**src/rtl/way_alloc_arbiter.sv**
```systemverilog
// way_alloc_arbiter
// Round-robin arbiter in front of a per-set way-state table. The table holds
// one valid bit per way and an age permutation (0 = MRU, NUM_WAYS-1 = LRU).
// Each granted request (touch, allocate, invalidate) gets a registered
// response one cycle later. A flush walks the ways one per cycle, clearing
// valid bits, and then restores the age order to age[i] = i.
module way_alloc_arbiter #(
  parameter int NUM_WAYS = 4,
  parameter int NUM_REQ  = 2
) (
  input  logic                                clk,
  input  logic                                reset,
  input  logic [NUM_REQ-1:0]                  req_valid_i,
  input  logic [2*NUM_REQ-1:0]                req_op_i,
  input  logic [NUM_REQ*$clog2(NUM_WAYS)-1:0] req_way_i,
  output logic [NUM_REQ-1:0]                  req_ready_o,
  input  logic                                flush_i,
  output logic                                busy_o,
  output logic                                flush_done_o,
  output logic                                rsp_valid_o,
  output logic [$clog2(NUM_REQ)-1:0]          rsp_id_o,
  output logic [NUM_WAYS-1:0]                 rsp_way_o,
  output logic                                rsp_err_o
);

  localparam int WW = $clog2(NUM_WAYS);
  localparam int IW = $clog2(NUM_REQ);

  localparam logic [1:0] OP_TOUCH = 2'b01;
  localparam logic [1:0] OP_ALLOC = 2'b10;
  localparam logic [1:0] OP_INVAL = 2'b11;

  typedef logic [NUM_WAYS-1:0][WW-1:0] age_t;
  typedef enum logic {ST_IDLE = 1'b0, ST_FLUSH = 1'b1} state_t;

  // Age order after reset or flush: way i has age i.
  function automatic age_t age_reset();
    age_t a;
    for (int k = 0; k < NUM_WAYS; k++) begin
      a[k] = WW'(k);
    end
    return a;
  endfunction

  // Make way w the MRU; every way younger than w ages by one.
  function automatic age_t promote(input age_t a, input logic [WW-1:0] w);
    age_t o;
    for (int k = 0; k < NUM_WAYS; k++) begin
      if (k == int'(w)) begin
        o[k] = '0;
      end else if (a[k] < a[w]) begin
        o[k] = a[k] + WW'(1);
      end else begin
        o[k] = a[k];
      end
    end
    return o;
  endfunction

  function automatic logic [NUM_WAYS-1:0] way_onehot(input logic [WW-1:0] w);
    logic [NUM_WAYS-1:0] o;
    o    = '0;
    o[w] = 1'b1;
    return o;
  endfunction

  // Lowest-index invalid way, or the LRU way when every way is valid.
  function automatic logic [WW-1:0] pick_victim(input logic [NUM_WAYS-1:0] v, input age_t a);
    logic [WW-1:0] inv;
    logic [WW-1:0] lru;
    inv = '0;
    lru = '0;
    for (int k = NUM_WAYS - 1; k >= 0; k--) begin
      inv = v[k] ? inv : WW'(k);
    end
    for (int k = 0; k < NUM_WAYS; k++) begin
      lru = (a[k] == WW'(NUM_WAYS - 1)) ? WW'(k) : lru;
    end
    return (&v) ? lru : inv;
  endfunction

  // First valid port at or after the pointer, wrapping; one-hot result.
  function automatic logic [NUM_REQ-1:0] rr_pick(input logic [NUM_REQ-1:0] v,
                                                 input logic [IW-1:0] p);
    logic [NUM_REQ-1:0] g;
    logic               found;
    logic [IW-1:0]      idx;
    int                 sum;
    g     = '0;
    found = 1'b0;
    for (int i = 0; i < NUM_REQ; i++) begin
      sum    = int'(p) + i;
      idx    = IW'((sum >= NUM_REQ) ? (sum - NUM_REQ) : sum);
      g[idx] = v[idx] & ~found;
      found  = found | v[idx];
    end
    return g;
  endfunction

  function automatic logic [IW-1:0] oh_to_idx(input logic [NUM_REQ-1:0] oh);
    logic [IW-1:0] idx;
    idx = '0;
    for (int i = 0; i < NUM_REQ; i++) begin
      idx = idx | (IW'(i) & {IW{oh[i]}});
    end
    return idx;
  endfunction

  state_t              r_state;
  state_t              w_state_nxt;
  logic [NUM_WAYS-1:0] r_valid;
  age_t                r_age;
  logic [IW-1:0]       r_ptr;
  logic [WW-1:0]       r_flush_cnt;
  logic                r_flush_done;
  logic                r_rsp_valid;
  logic [IW-1:0]       r_rsp_id;
  logic [NUM_WAYS-1:0] r_rsp_way;
  logic                r_rsp_err;

  logic [NUM_REQ-1:0]  w_grant;
  logic                w_accept;
  logic [IW-1:0]       w_gnt_idx;
  logic [1:0]          w_op;
  logic [WW-1:0]       w_way;
  logic [WW-1:0]       w_victim;
  logic                w_flush_last;
  logic [NUM_WAYS-1:0] w_valid_nxt;
  age_t                w_age_nxt;
  logic [NUM_WAYS-1:0] w_rsp_way;
  logic                w_rsp_err;

  assign w_flush_last = (r_flush_cnt == WW'(NUM_WAYS - 1));

  // Grant: blocked during reset, during a flush walk, and on the flush request cycle.
  always_comb begin
    w_grant = '0;
    if (!reset && (r_state == ST_IDLE) && !flush_i) begin
      w_grant = rr_pick(req_valid_i, r_ptr);
    end else begin
      w_grant = '0;
    end
  end

  assign w_accept  = |w_grant;
  assign w_gnt_idx = oh_to_idx(w_grant);
  assign w_op      = req_op_i[2*int'(w_gnt_idx) +: 2];
  assign w_way     = req_way_i[int'(w_gnt_idx)*WW +: WW];
  assign w_victim  = pick_victim(r_valid, r_age);

  // Next-state logic: enter FLUSH on request, leave after the last way is cleared.
  always_comb begin
    w_state_nxt = r_state;
    case (r_state)
      ST_IDLE: begin
        if (flush_i) w_state_nxt = ST_FLUSH;
        else         w_state_nxt = ST_IDLE;
      end
      ST_FLUSH: begin
        if (w_flush_last) w_state_nxt = ST_IDLE;
        else              w_state_nxt = ST_FLUSH;
      end
      default: w_state_nxt = ST_IDLE;
    endcase
  end

  // Operation effect on the way table and the response fields, from pre-op state.
  always_comb begin
    w_valid_nxt = r_valid;
    w_age_nxt   = r_age;
    w_rsp_way   = '0;
    w_rsp_err   = 1'b0;
    case (w_op)
      OP_TOUCH: begin
        w_rsp_way = way_onehot(w_way);
        if (r_valid[w_way]) begin
          w_age_nxt = promote(r_age, w_way);
          w_rsp_err = 1'b0;
        end else begin
          w_rsp_err = 1'b1;
        end
      end
      OP_ALLOC: begin
        w_valid_nxt[w_victim] = 1'b1;
        w_age_nxt             = promote(r_age, w_victim);
        w_rsp_way             = way_onehot(w_victim);
      end
      OP_INVAL: begin
        w_valid_nxt[w_way] = 1'b0;
        w_rsp_way          = way_onehot(w_way);
      end
      default: begin
        w_rsp_err = 1'b1;
      end
    endcase
  end

  // FSM state register.
  always_ff @(posedge clk or posedge reset) begin
    if (reset) r_state <= ST_IDLE;
    else       r_state <= w_state_nxt;
  end

  // Way table and flush walk: the walk owns the table while FLUSH is active.
  always_ff @(posedge clk or posedge reset) begin
    if (reset) begin
      r_valid      <= '0;
      r_age        <= age_reset();
      r_flush_cnt  <= '0;
      r_flush_done <= 1'b0;
    end else begin
      r_flush_done <= 1'b0;
      if (r_state == ST_FLUSH) begin
        r_valid[r_flush_cnt] <= 1'b0;
        if (w_flush_last) begin
          r_flush_cnt  <= '0;
          r_age        <= age_reset();
          r_flush_done <= 1'b1;
        end else begin
          r_flush_cnt <= r_flush_cnt + WW'(1);
        end
      end else if (w_accept) begin
        r_valid <= w_valid_nxt;
        r_age   <= w_age_nxt;
      end
    end
  end

  // Round-robin pointer moves past the granted port.
  always_ff @(posedge clk or posedge reset) begin
    if (reset) begin
      r_ptr <= '0;
    end else if (w_accept) begin
      r_ptr <= (w_gnt_idx == IW'(NUM_REQ - 1)) ? '0 : (w_gnt_idx + IW'(1));
    end
  end

  // Response registers: one strobe per accepted request, fields held otherwise.
  always_ff @(posedge clk or posedge reset) begin
    if (reset) begin
      r_rsp_valid <= 1'b0;
      r_rsp_id    <= '0;
      r_rsp_way   <= '0;
      r_rsp_err   <= 1'b0;
    end else begin
      r_rsp_valid <= w_accept;
      if (w_accept) begin
        r_rsp_id  <= w_gnt_idx;
        r_rsp_way <= w_rsp_way;
        r_rsp_err <= w_rsp_err;
      end
    end
  end

  assign req_ready_o  = w_grant;
  assign busy_o       = (r_state == ST_FLUSH);
  assign flush_done_o = r_flush_done;
  assign rsp_valid_o  = r_rsp_valid;
  assign rsp_id_o     = r_rsp_id;
  assign rsp_way_o    = r_rsp_way;
  assign rsp_err_o    = r_rsp_err;

endmodule

```
**config.mk**
```make
export PLATFORM = sky130hd
export DESIGN_NAME = way_alloc_arbiter
export DESIGN_NICKNAME = d
export VERILOG_FILES = /design/src/rtl/way_alloc_arbiter.sv
export SDC_FILE = /design/constraint.sdc
export NUM_CORES = 1
export LEC_CHECK = 0
export BUFFER_PORTS_ARGS = -buffer_cell sky130_fd_sc_hd__clkbuf_2
export CAP_MARGIN = 20
export CORE_UTILIZATION = 31
export DETAILED_ROUTE_END_ITERATION = 10
export PLACE_DENSITY = 0.46
export RECOVER_POWER = 100
export SYNTH_ARGS = -nofsm -noshare
export SYNTH_HDL_FRONTEND = slang
export SYNTH_SLANG_ARGS = --single-unit
```
**constraint.sdc**
```tcl
create_clock -name clk -period 4.1 [get_ports clk]
set_clock_uncertainty 0.05 [all_clocks]
set_input_delay 0.82 -clock clk [delete_from_list [all_inputs] [get_ports clk]]
set_output_delay 0.82 -clock clk [all_outputs]
set_load 0.1 [all_outputs]
```
==> metrics <==
outcome=complete, no violations; Setup WS post-layout=0.385 ns; Crit Path Class=register to register; Hold/Removal Path Class=input pin to asynchronous set/reset pin; Synth Instances=287; xor/xnor cell area share of the yosys netlist=less than 1%; Crit. End Element=register; worst path bufs/invs=0; Final setup viols=0; met1 Use GR=27.4%; slew margin rel.=21.5%; placer's final routability congestion estimate=slightly below 0.9; final wirelength=7490 um; Crit path top cell by count=o21a_1; ys async rst share=100%; Data arrival, critical path=about 3.9 ns; global-route wire length before repair=11900 um; CTS tree=built; final period utilization=90.6%; CP startpoint kind=register; Max Cap Violations=0; initial antenna violation count=0; Register-to-Register Path Depth=13; Die ar.=just under 0.008 mm2; Seq cells post-synth=24; Most used DFF post-synth=dfrtp_1; CP Max Fanout=10; Synthesized Nets=311; worst slack at placement=0.266 ns; remaining antenna violation count=0; CP startpoint=r_age[2]; launching point of the worst reg2reg path=r_age[2]; hold-fix buffers at CTS=0; met2 usage in global routing=about a third; unrepaired setup endpoints after global routing=no; clk slew on worst S/H paths=around 0.11 ns; fill cell count=~810; Yosys warnings=0; GR peak layer=met2; simple-gate share of the synthesized area=22.2%; CTS sink cnt=24; Reg2Reg Setup Slack=0.38 ns; post-synth cell types=62; Period minus WS final=about 3.7 ns; CP Cell Sequence=ha_1, nor2b_1, o21a_1, o21a_1, mux2_2, o21ai_1, ha_1, nor2_1, o21a_1, a2111oi_0, a21o_1, a211o_1, mux2_1; Max Slew Vio Count=0; Synth Area in Compound Gates=35.9%; Vias=2323; clk_lat worst skew=0.29 ns; slowest CP cell=dfstp_2; die width=88.5 um; Via density=5.71; crit-path max cell delay=0.64 ns; Post-Syn Area per Cell=8.07 um2; Nets=333; Synth Cell Area=0.00232 mm2; post-DR wirelength/cell=18.4 um; Critical R2R Capture=r_age[0]; PwrDens=599 mW/mm2; worst endpoint required time=4.23 ns; Post-CTS Setup Bufs=0; Layout area overhead=12.0%; drt initial violations=209; fmax=269 MHz; Pre-Repair DR Iteration Count=4; met3 Use GR=2.71%; top post-synthesis cells by area=dfrtp_1 22%, ha_1 5.9%, nand2_1 5.2%; share of layout cells above drive strength 1=11.4%; cell family with most CP delay=compound AO/OA/AOI/OAI gates; Die H=88.5 um; Initial Util=31.9%; largest net degree at the start of global routing=25; gr ovfl total=0; Worst VDD drop=0.143 mV; leakage=1.07 nW; CORE AREA=0.00725 mm2; CTS Buffer Depth=2; PortBufs=23; Setup TNS=0 ns; residual DRC count=0; Antenna Cells=0; H-tree depth reported by CTS=1; Synth area leader=dfrtp_1; register area share after synthesis=26.1%; Cell Rows=31; post-synthesis adder-cell area fraction=5.94%; HPWL after DPL=5740 um; largest family of logic cells by synthesized area=compound AO/OA/AOI/OAI gates; Root Buffer=clkbuf_8; worst-margin pin slew=1.18 ns; post-synthesis mux area share=4.64%; number of enable flip-flop cells after synthesis=0; Final Power=1.56 mW; total CTS buffers=3; Hold Worst Slack=0.438 ns; Global Route Usage Sum=about 20%; vias in the first global route=2202; Synth top area share=21.6%; IO Count=24; Fin. Hold Viols=0
[per-layer routing]
metal / vias up / share of wire (%)
li1: 1136 / -
met1: 1110 / 47
met5: - / 0
met3: 14 / 4.7
met4: 0 / 2.4
met2: 63 / 46
[cells in the final DEF, fill, tap and decap left out, drive strengths merged, types with 3 or more instances in the layout]
cell,synthesis,routed
a31oi,5,5
o21ai,21,21
o31ai,6,6
dfrtp,20,20
clkbuf,8,29
mux2,6,6
o211a,3,3
o21a,8,8
nand2b,6,6
nor2,12,12
a21boi,3,3
nor3,7,7
inv,18,18
a311oi,3,3
a21o,4,4
o211ai,6,6
a21oi,16,16
nor2b,9,9
nand2,32,32
o22ai,5,5
a22oi,3,3
nand3,11,11
mux2i,4,4
nand4,4,4
ha,11,11
a2111oi,5,5
dfstp,4,4
and3,6,6
a211o,4,4
[area by class of cell]
class / instances / area [um2] / share of cell area, %
tap: 99 / 124 / 4.77
clock buffer: 3 / 41.3 / 1.59
sequential: 24 / 606 / 23.3
inverter: 18 / 67.6 / 2.60
multi-input combinational: 234 / 1600 / 61.6
clock inverter: 1 / 30.0 / 1.16
timing repair buffer: 28 / 128 / 4.92
[state kept, by name, indices dropped and copies added (netlist names)]
register	flops
r_age	8
r_valid	4
rsp_way_o	4
r_flush_cnt	2
busy_o	1
flush_done_o	1
r_ptr	1
rsp_err_o	1
rsp_id_o	1
rsp_valid_o	1
[kinds of logic after synthesis]
logic type	Yosys count
buffers and inverters	29
xor gates and xnor gates	1
DFF	24
AOI/OAI and AO/OA	112
adders and majority gates	11
and+or+nand+nor	100
muxes	10
[cell usage after synthesis (7+ instances only)]
cell	count
a21oi_1	15
nand2_1	32
o21a_1	8
ha_1	11
dfrtp_1	20
nor2b_1	9
o21ai_0	20
nor2_1	11
inv_1	18
nor3_1	7
nand3_1	11
clkbuf_1	8
[what timing repair did]
| action | 4_1_cts | 5_1_grt |
|---|---|---|
| endpoints found under the hold margin | 0 | 0 |
| setup endpoints to repair | 0 | 1 |
| resized for setup | 0 | 1 |
[power breakdown]
group,total (mW),switching [mW],leakage (nW),internal [mW]
Clock,0.226,0.0951,0.0357,0.131
Sequential,0.447,0.114,0.302,0.333
Combinational,0.882,0.617,0.728,0.265
Total,1.56,0.826,1.07,0.729
[worst max path at each step]
stage	endpoint	slack [ns]	depth (start not counted)
final	r_age[0]	0.38	13
after global routing	r_age[0]	0.08	13
after CTS	r_age[0]	0.24	13
after detailed placement	r_age[0]	0.27	13
after global placement	r_age[3]	0.39	12
after floorplan	r_age[3]	0.58	8
[metrics by stage]
step                cells  util, %  area [um2]
detailed placement    402     35.3        2560
floorplan             287        -        2320
global placement      402     35.3        2560
CTS                   406     36.2        2630
finish                407     35.8        2600
global route          407     35.8        2600
No activity file was read; power rests on OpenSTA's default activity.
